### src/rtl/iomem_initiator.sv
// Single-outstanding iomem bus master: takes one command, runs one bus
// transaction, returns one response, with a watchdog for responders that never answer.
module iomem_initiator #(
   parameter int unsigned TIMEOUT_CYCLES = 256,
   parameter logic [31:0] ERR_RDATA      = 32'hDEAD_BEEF
) (
   input  logic        clk,
   input  logic        resetn,
   input  logic        cmd_valid,
   output logic        cmd_ready,
   input  logic [31:0] cmd_addr,
   input  logic [31:0] cmd_wdata,
   input  logic [3:0]  cmd_wstrb,
   output logic        rsp_valid,
   input  logic        rsp_ready,
   output logic [31:0] rsp_rdata,
   output logic        rsp_err,
   output logic        busy,
   output logic        iomem_valid,
   input  logic        iomem_ready,
   output logic [3:0]  iomem_wstrb,
   output logic [31:0] iomem_addr,
   output logic [31:0] iomem_wdata,
   input  logic [31:0] iomem_rdata
);

   localparam int unsigned CNT_W = (TIMEOUT_CYCLES == 0) ? 1 : $clog2(TIMEOUT_CYCLES + 1);
   localparam logic [CNT_W-1:0] CNT_LAST = CNT_W'(TIMEOUT_CYCLES - 1);
   localparam logic [CNT_W-1:0] CNT_MAX  = '1;

   typedef enum logic [1:0] {IDLE, BUS, RESP} state_t;

   state_t            state_q, state_d;
   logic [CNT_W-1:0]  cnt_q, cnt_d;
   logic              busValid_q, busValid_d;
   logic [31:0]       busAddr_q, busAddr_d;
   logic [31:0]       busWdata_q, busWdata_d;
   logic [3:0]        busWstrb_q, busWstrb_d;
   logic              rspValid_q, rspValid_d;
   logic [31:0]       rspRdata_q, rspRdata_d;
   logic              rspErr_q, rspErr_d;

   always_ff @(posedge clk or negedge resetn) begin
      if (!resetn) begin
         state_q    <= IDLE;
         cnt_q      <= '0;
         busValid_q <= 1'b0;
         busAddr_q  <= '0;
         busWdata_q <= '0;
         busWstrb_q <= '0;
         rspValid_q <= 1'b0;
         rspRdata_q <= '0;
         rspErr_q   <= 1'b0;
      end else begin
         state_q    <= state_d;
         cnt_q      <= cnt_d;
         busValid_q <= busValid_d;
         busAddr_q  <= busAddr_d;
         busWdata_q <= busWdata_d;
         busWstrb_q <= busWstrb_d;
         rspValid_q <= rspValid_d;
         rspRdata_q <= rspRdata_d;
         rspErr_q   <= rspErr_d;
      end
   end

   always_comb begin
      state_d    = state_q;
      cnt_d      = cnt_q;
      busValid_d = busValid_q;
      busAddr_d  = busAddr_q;
      busWdata_d = busWdata_q;
      busWstrb_d = busWstrb_q;
      rspValid_d = rspValid_q;
      rspRdata_d = rspRdata_q;
      rspErr_d   = rspErr_q;
      case (state_q)
         IDLE: begin
            if (cmd_valid) begin
               busAddr_d  = {cmd_addr[31:2], 2'b00};
               busWdata_d = cmd_wdata;
               busWstrb_d = cmd_wstrb;
               busValid_d = 1'b1;
               cnt_d      = '0;
               state_d    = BUS;
            end
         end
         BUS: begin
            // A completion in the same cycle as the watchdog expiry still counts as success.
            if (iomem_ready) begin
               busValid_d = 1'b0;
               rspRdata_d = (busWstrb_q == 4'b0000) ? iomem_rdata : 32'h0;
               rspErr_d   = 1'b0;
               rspValid_d = 1'b1;
               state_d    = RESP;
            end else if (TIMEOUT_CYCLES != 0 && cnt_q == CNT_LAST) begin
               busValid_d = 1'b0;
               rspRdata_d = (busWstrb_q == 4'b0000) ? ERR_RDATA : 32'h0;
               rspErr_d   = 1'b1;
               rspValid_d = 1'b1;
               state_d    = RESP;
            end else if (cnt_q != CNT_MAX) begin
               cnt_d = cnt_q + CNT_W'(1);
            end
         end
         RESP: begin
            if (rsp_ready) begin
               rspValid_d = 1'b0;
               state_d    = IDLE;
            end
         end
         default: state_d = IDLE;
      endcase
   end

   assign cmd_ready   = resetn && (state_q == IDLE);
   assign busy        = (state_q != IDLE);
   assign iomem_valid = busValid_q;
   assign iomem_addr  = busAddr_q;
   assign iomem_wdata = busWdata_q;
   assign iomem_wstrb = busWstrb_q;
   assign rsp_valid   = rspValid_q;
   assign rsp_rdata   = rspRdata_q;
   assign rsp_err     = rspErr_q;

endmodule
### config.mk
export PLATFORM = sky130hd
export DESIGN_NAME = iomem_initiator
export DESIGN_NICKNAME = d
export VERILOG_FILES = /design/src/rtl/iomem_initiator.sv
export SDC_FILE = /design/constraint.sdc
export NUM_CORES = 1
export LEC_CHECK = 0
export BUFFER_PORTS_ARGS = -buffer_cell sky130_fd_sc_hd__buf_4
export CAP_MARGIN = 0
export CORE_ASPECT_RATIO = 2
export CORE_UTILIZATION = 48
export DETAILED_ROUTE_END_ITERATION = 8
export GPL_TIMING_DRIVEN = 0
export PLACE_DENSITY = 0.92
export SLEW_MARGIN = 30
export SYNTH_ARGS = -nofsm -noshare
export SYNTH_HDL_FRONTEND = slang
export SYNTH_SLANG_ARGS = --single-unit
### constraint.sdc
create_clock -name clk -period 3.09 [get_ports clk]
set_input_delay 0.309 -clock clk [delete_from_list [all_inputs] [get_ports clk]]
set_output_delay 0.309 -clock clk [all_outputs]
set_load 0.02 [all_outputs]
==> results.toml, run 1 <==
[worst_setup_path]
cp_max_fo = 8
cpMostUsedCell = "ha_1"
crit_chain = "ha_1, nand2_1, or2_2, nor2_1, ha_1, or3_1, clkbuf_2, o311ai_0, o41ai_1"
setup.worst_path.start_class = "flip-flop"
crit_start = "cnt_q[0]"
cp_slowest_stage_delay_ns = 0.42
endpoint_kind = "flip-flop"
worstSetupPathType = "flip-flop to flip-flop"
cp_data_required_time_ns = 3.29
slowest_stage = "dfrtp_1"
crit-reg2reg-launch = "cnt_q[0]"
arrival_ns = 2.61

[logic_synthesis]
yosysWarnings = 0
syn_inst = 352
synth-seq-area-share_pct = 57.5
synth-seq-cells = 112
yosysTopAreaCell = "dfrtp_1"
synthDistinctLibCells = 42
synth.area.top_cells = "dfrtp_1 57%, mux2_4 20%, o31ai_1 3.7%, o21ai_0 2.8%, nor2_1 2.3%"
postSynthAreaPerCell_um2 = 13.9
synth_area_um2 = 4880
synth_top_area_share_pct = 57.5

[timing]
finalCritPeriodShare_pct = 77.9
slew_violations = 0
min_period_ns = 2.41
finClkSkew_ns = 0.00947
tns_ns = 0
setup_violations = 0
relSlewSlack_pct = 40.6
worst_pin_slew_ns = 0.891
layout_setup_ws_ns = 0.684
fmax_mhz = 416
hold_violations = 0
rsz0062_at_grt = "false"

[floorplan]
core_area_um2 = 9830
die_area_um2 = 10600
io_pins = 210
initial_core_util_pct = 49.6
die_w_um = 73.3
num_rows = 51
fp.dieH_um = 145

[pwr]
clkPwrFrac_pct = 16.9
netSwitchingPower_uw = 2320
peakVddDrop_v = 0.000378
power.density_nw_per_um2 = 930
internal-power_uw = 4070
combPwrFrac_pct = 45.8
p_seq_share_pct = 37.3
swShare_pct = 36.3
leakage_uw = 0.00353

[drt]
wl_per_cell_um = 18.2
drc_errors = 0
vias = 3717
first_pass_iters = 4
drtAntennaViolNets = 0
vias_per_cell = 5.26
drt_wl_total_um = 12800
drt-initial-drc-count = 114

[global_routing]
grt_max_degree = 114
antenna_found_initial = 0
grtUsageTotal_pct = 24.2
overflow = 0
grt_pass1_wl_um = 19200
grt_pass1_vias = 3903

[cts]
clkTransAtPathRegs_ns = 0.08
cts_buffers = 9
cts_tree = "yes"
cts_setup_buffers = 0
clockBufferDepth = 2
ctsHtreeMaxLevel = 3
clock_latency_ns = 0.34
post_cts_resized = 0
postCtsHoldBufs = 0
cts-root-buf = "clkbuf_16"
cts.sinks = 112

[status]
outcome = "finished, final reports clean"

[cells_and_area]
num_antenna_cells = 0
areaGrowthSynthToFinish_pct = 40.8
layout.nets = 677
drive_above_1_share_pct = 54.0

[hold_path]
hp-class = "input port to async pin"

[run]
cap_violations = 0

[placement]
hpwl_um = 9650
numPortBuffers = 205
gp_congestion = 0.858
pre_cts_slack_ns = 0.702
-- cells in the final DEF (no fill, tap or decap), drive strengths merged, types with 4 or more instances in the layout --
master  Yosys  final
nand3       4      4
o31ai      24     24
a22o        9      9
dfrtp     112    112
o21ai      28     28
inv         6      6
clkinv      1      6
nand2       7      7
mux2       67     67
buf        18    222
nor2       30     30
nand2b      4      4
clkbuf      8     20
-- through the flow --
stage                     area (um2)  total power, uW  hold slack [ns]  instances  utilization [%]
after detailed placement        6590             5320            0.480        690             67.0
after global placement          6580             5210            0.464        690             67.0
after CTS                       6860             6420            0.150        706             69.8
after floorplan                 4880             4060           0.0134        353                -
final                           6870             6380           0.0631        706             69.9
after global routing            6870             6700            0.156        706             69.9
-- critical path: cells and delay by family, from the launching register on --
family          cells  cell delay [ns]
compound gates      2             0.54
fa+ha+maj           2             0.49
flops               1             0.42
buf+inv             1             0.19
simple gates        4             0.63
-- registers in the layout (all words and copies together), names as in the netlist --
signal / cells
cnt_q: 9
iomem_valid: 1
iomem_wstrb: 4
iomem_addr: 30
rsp_rdata: 32
iomem_wdata: 32
rsp_valid: 1
state_q: 2
rsp_err: 1
-- cell type report --
cell class                      count  area [um2]
Buffer                             26         179
Clock buffer                       11         233
Clock inverter                      5        43.8
Fill cell                         707        2960
Inverter                            7        26.3
Multi-Input combinational cell    208        1870
Sequential cell                   112        2800
Tap cell                          132         165
Timing Repair Buffer              205        1550
-- power by group through the flow --
stage | registers [uW] | logic, uW | clock network [uW]
after detailed placement | 2400 | 2920 | 0
after CTS | 2380 | 2940 | 1100
final | 2380 | 2920 | 1080
after global placement | 2350 | 2860 | 0
after global routing | 2440 | 3080 | 1170
after floorplan | 2990 | 1070 | 0
-- metal layers --
| layer | vias to the layer above | wire length [um] | GRT usage (%) |
|---|---|---|---|
| met5 | - | 0 | 0 |
| met4 | 0 | 471 | 12.2 |
| met3 | 37 | 634 | 4.88 |
| met2 | 147 | 7400 | 45.4 |
| met1 | 1838 | 4320 | 24.4 |
| li1 | 1695 | - | - |
-- logic make-up (layout without fill, tap and decap cells) --
| kind of cell | count (synthesis) | count (layout) | share of synthesized area [%] |
|---|---|---|---|
| adder cells (fa/ha/maj) | 3 | 3 | 0.770 |
| other | 1 | 2 | 0.0769 |
| buffers and inverters | 33 | 254 | 4.21 |
| AND/OR/NAND/NOR | 59 | 59 | 5.88 |
| AO/OA/AOI/OAI | 74 | 74 | 10.4 |
| multiplexers | 70 | 70 | 21.2 |
| flip-flops | 112 | 112 | 57.5 |
-- path summary, 6_finish.rpt --
check	endpoint	slack [ns]	cells after the start
worst max-delay path	cnt_q[5]	0.68	9
worst min-delay path	iomem_wdata[28]	0.06	1
worst max register to register	cnt_q[5]	0.68	9
worst min register to register	cnt_q[7]	0.48	1
max in group asynchronous	cnt_q[5]	2.38	1
min in group clk	state_q[1]	0.16	2
-- cells in the mapped netlist --
| master | number |
|---|---|
| a21boi_0 | 1 |
| a21o_1 | 1 |
| a22o_1 | 9 |
| a22oi_1 | 1 |
| a2bb2oi_1 | 1 |
| a31o_2 | 1 |
| and3_1 | 1 |
| buf_2 | 7 |
| buf_4 | 3 |
| buf_6 | 8 |
| clkbuf_1 | 7 |
| clkbuf_2 | 1 |
| clkinv_1 | 1 |
| conb_1 | 1 |
| dfrtp_1 | 112 |
| ha_1 | 3 |
| inv_1 | 6 |
| mux2_2 | 1 |
| mux2_4 | 66 |
| mux2i_1 | 3 |
| nand2_1 | 7 |
| nand2b_1 | 4 |
| nand3_1 | 4 |
| nand4_1 | 1 |
| nand4b_1 | 1 |
| nor2_1 | 30 |
| nor2b_1 | 1 |
| nor3_1 | 2 |
| nor3_4 | 1 |
| nor4_1 | 1 |
| o211ai_1 | 3 |
| o21ai_0 | 27 |
| o21ai_2 | 1 |
| o21bai_1 | 1 |
| o221ai_1 | 1 |
| o311ai_0 | 2 |
| o31ai_1 | 24 |
| o41ai_1 | 1 |
| or2_2 | 2 |
| or3_1 | 1 |
| or3b_1 | 1 |
| or4_1 | 2 |
Note: power is estimated with default switching activity, not from simulation.
==> inputs of run 2 (changes only) <==
clock period = 2.5 ns   (was 3.09 ns; I/O delays follow)
==> run 2 against run 1 <==
Net effect: sequential share of layout area hardly changed; critical endpoint is now cnt_q[4]; routed wire length hardly changed; maximum frequency is 0.77% higher; clock skew hardly changed; critical path type unchanged; cell count is 0.14% lower; utilization hardly changed; count of clock-buffer cells in the layout stayed put; critical path depth is 1 lower; largest power group unchanged; global-route usage stayed put; cell area hardly changed; combinational power is 24% higher; power is 24% higher.
==> results.toml, run 2 (same netlist as run 1, synthesis figures left out) <==
[global_routing]
grt_util_met1_pct = 24.4
grt_pass1_wl_um = 19200
use_met3_pct = 4.88
grt_busiest_layer = "met2"
grt_max_degree = 114
antenna_found_initial = 0
grt.met2_usage_pct = 45.4
grt_pass1_vias = 3903
grtUsageTotal_pct = 24.2
overflow = 0

[drt]
vias = 3706
vias_per_cell = 5.26
drc_errors = 0
wl_per_cell_um = 18.2
drt_wl_total_um = 12800
first_pass_iters = 4
drt-initial-drc-count = 119
drtAntennaViolNets = 0

[timing]
min_period_ns = 2.39
setup_violations = 0
rsz0062_at_grt = "true"
tns_ns = 0
finClkSkew_ns = 0.00937
worst_pin_slew_ns = 0.876
layout_setup_ws_ns = 0.112
fmax_mhz = 419
finalCritPeriodShare_pct = 95.5
hold_violations = 0
slew_violations = 0
relSlewSlack_pct = 41.6

[worst_setup_path]
endpoint_kind = "flip-flop"
arrival_ns = 2.67
reg2reg_depth = 8
rrSetupSlack_ns = 0.11
worstSetupPathType = "flip-flop to flip-flop"
setup.worst_path.start_class = "flip-flop"
r2r-end = "cnt_q[4]"
cp_max_fo = 8
crit-reg2reg-launch = "cnt_q[0]"
cp_data_required_time_ns = 2.78

[pwr]
power.density_nw_per_um2 = 1150
netSwitchingPower_uw = 2860
swShare_pct = 36.3
internal-power_uw = 5030
peakVddDrop_v = 0.000467
leakage_uw = 0.00352
clkPwrFrac_pct = 16.9
combPwrFrac_pct = 45.8
p_seq_share_pct = 37.3

[cells_and_area]
layout.nets = 676
num_antenna_cells = 0
drive_above_1_share_pct = 54.1
multiInputGateArea_um2 = 1880
seqCellArea_um2 = 2800
nFillCells = 707
areaGrowthSynthToFinish_pct = 40.9
final_common_cell = "buf_4"
final_cell_mix = "207 x buf_4, 112 x dfrtp_1, 66 x mux2_4, 30 x nor2_1, 25 x o21ai_0"

[floorplan]
num_rows = 51
io_pins = 210
die_w_um = 73.3
initial_core_util_pct = 49.6
core_area_um2 = 9830
die_area_um2 = 10600
fp.dieH_um = 145

[cts]
cts.sinks = 112
ctsHtreeMaxLevel = 3
cts_buffers = 9
clockBufferDepth = 2
clock_latency_ns = 0.34
postCtsHoldBufs = 0
cts_tree = "yes"
cts-root-buf = "clkbuf_16"
clkTransAtPathRegs_ns = 0.08

[placement]
numPortBuffers = 205
pre_cts_slack_ns = 0.112
hpwl_um = 9650
gp_congestion = 0.858

[run]
cap_violations = 0

[status]
outcome = "finished, final reports clean"

[hold_path]
hp-class = "input port to async pin"
run 2: final cells by class:
| cell class | count | area share, % |
|---|---|---|
| well taps | 132 | 2.40 |
| plain buffers | 25 | 2.53 |
| multi-input cells | 208 | 27.3 |
| inverters | 7 | 0.383 |
| clock buffers | 11 | 3.39 |
| flip-flops and latches | 112 | 40.8 |
| repair buffers | 205 | 22.5 |
| clock inverters | 5 | 0.638 |
run 2: worst max path at each step:
stage,from,depth (start not counted),endpoint,slack (ns)
after floorplan,cnt_q[0],9,cnt_q[4],0.35
after CTS,cnt_q[0],9,cnt_q[5],0.08
after detailed placement,cnt_q[0],9,cnt_q[2],0.11
final,cnt_q[0],8,cnt_q[4],0.11
after global placement,cnt_q[0],9,cnt_q[4],0.22
after global routing,cnt_q[0],9,rsp_rdata[10],-0.01
run 2: per-layer routing:
metal  vias to the layer above  share of wire, %
li1                       1694                 -
met1                      1834                34
met3                        35               5.0
met4                         0               3.5
met5                         -                 0
met2                       143                58
run 2: repair_timing:
action / CTS / global route
setup buffers: 0 / 0
gates resized for setup: 0 / 4
setup endpoints to repair: 0 / 9
run 2: power groups by stage:
stage | combinational [uW] | sequential [uW] | clock, uW
floorplan | 1320 | 3700 | 0
global placement | 3530 | 2900 | 0
detailed placement | 3610 | 2970 | 0
CTS | 3640 | 2940 | 1360
global route | 3810 | 3020 | 1440
finish | 3620 | 2940 | 1340
run 2: metrics by stage:
stage,hold slack (ns),cells,utilization (%),total power [uW],cell area [um2]
floorplan,-0.0456,353,-,5010,4880
global placement,0.458,690,67.0,6430,6580
detailed placement,0.461,690,67.0,6580,6590
CTS,0.0907,706,69.8,7940,6860
global route,0.0965,705,69.9,8280,6870
finish,0.0110,705,69.9,7890,6870
run 2: worst max-delay path: stages, from the launching register on:
cell	delay (ns)
dfrtp_1	0.42
ha_1	0.27
nand2_1	0.10
or2_2	0.12
nor2_1	0.06
ha_1	0.22
or3_1	0.52
or4_1	0.51
nand3_1	0.09
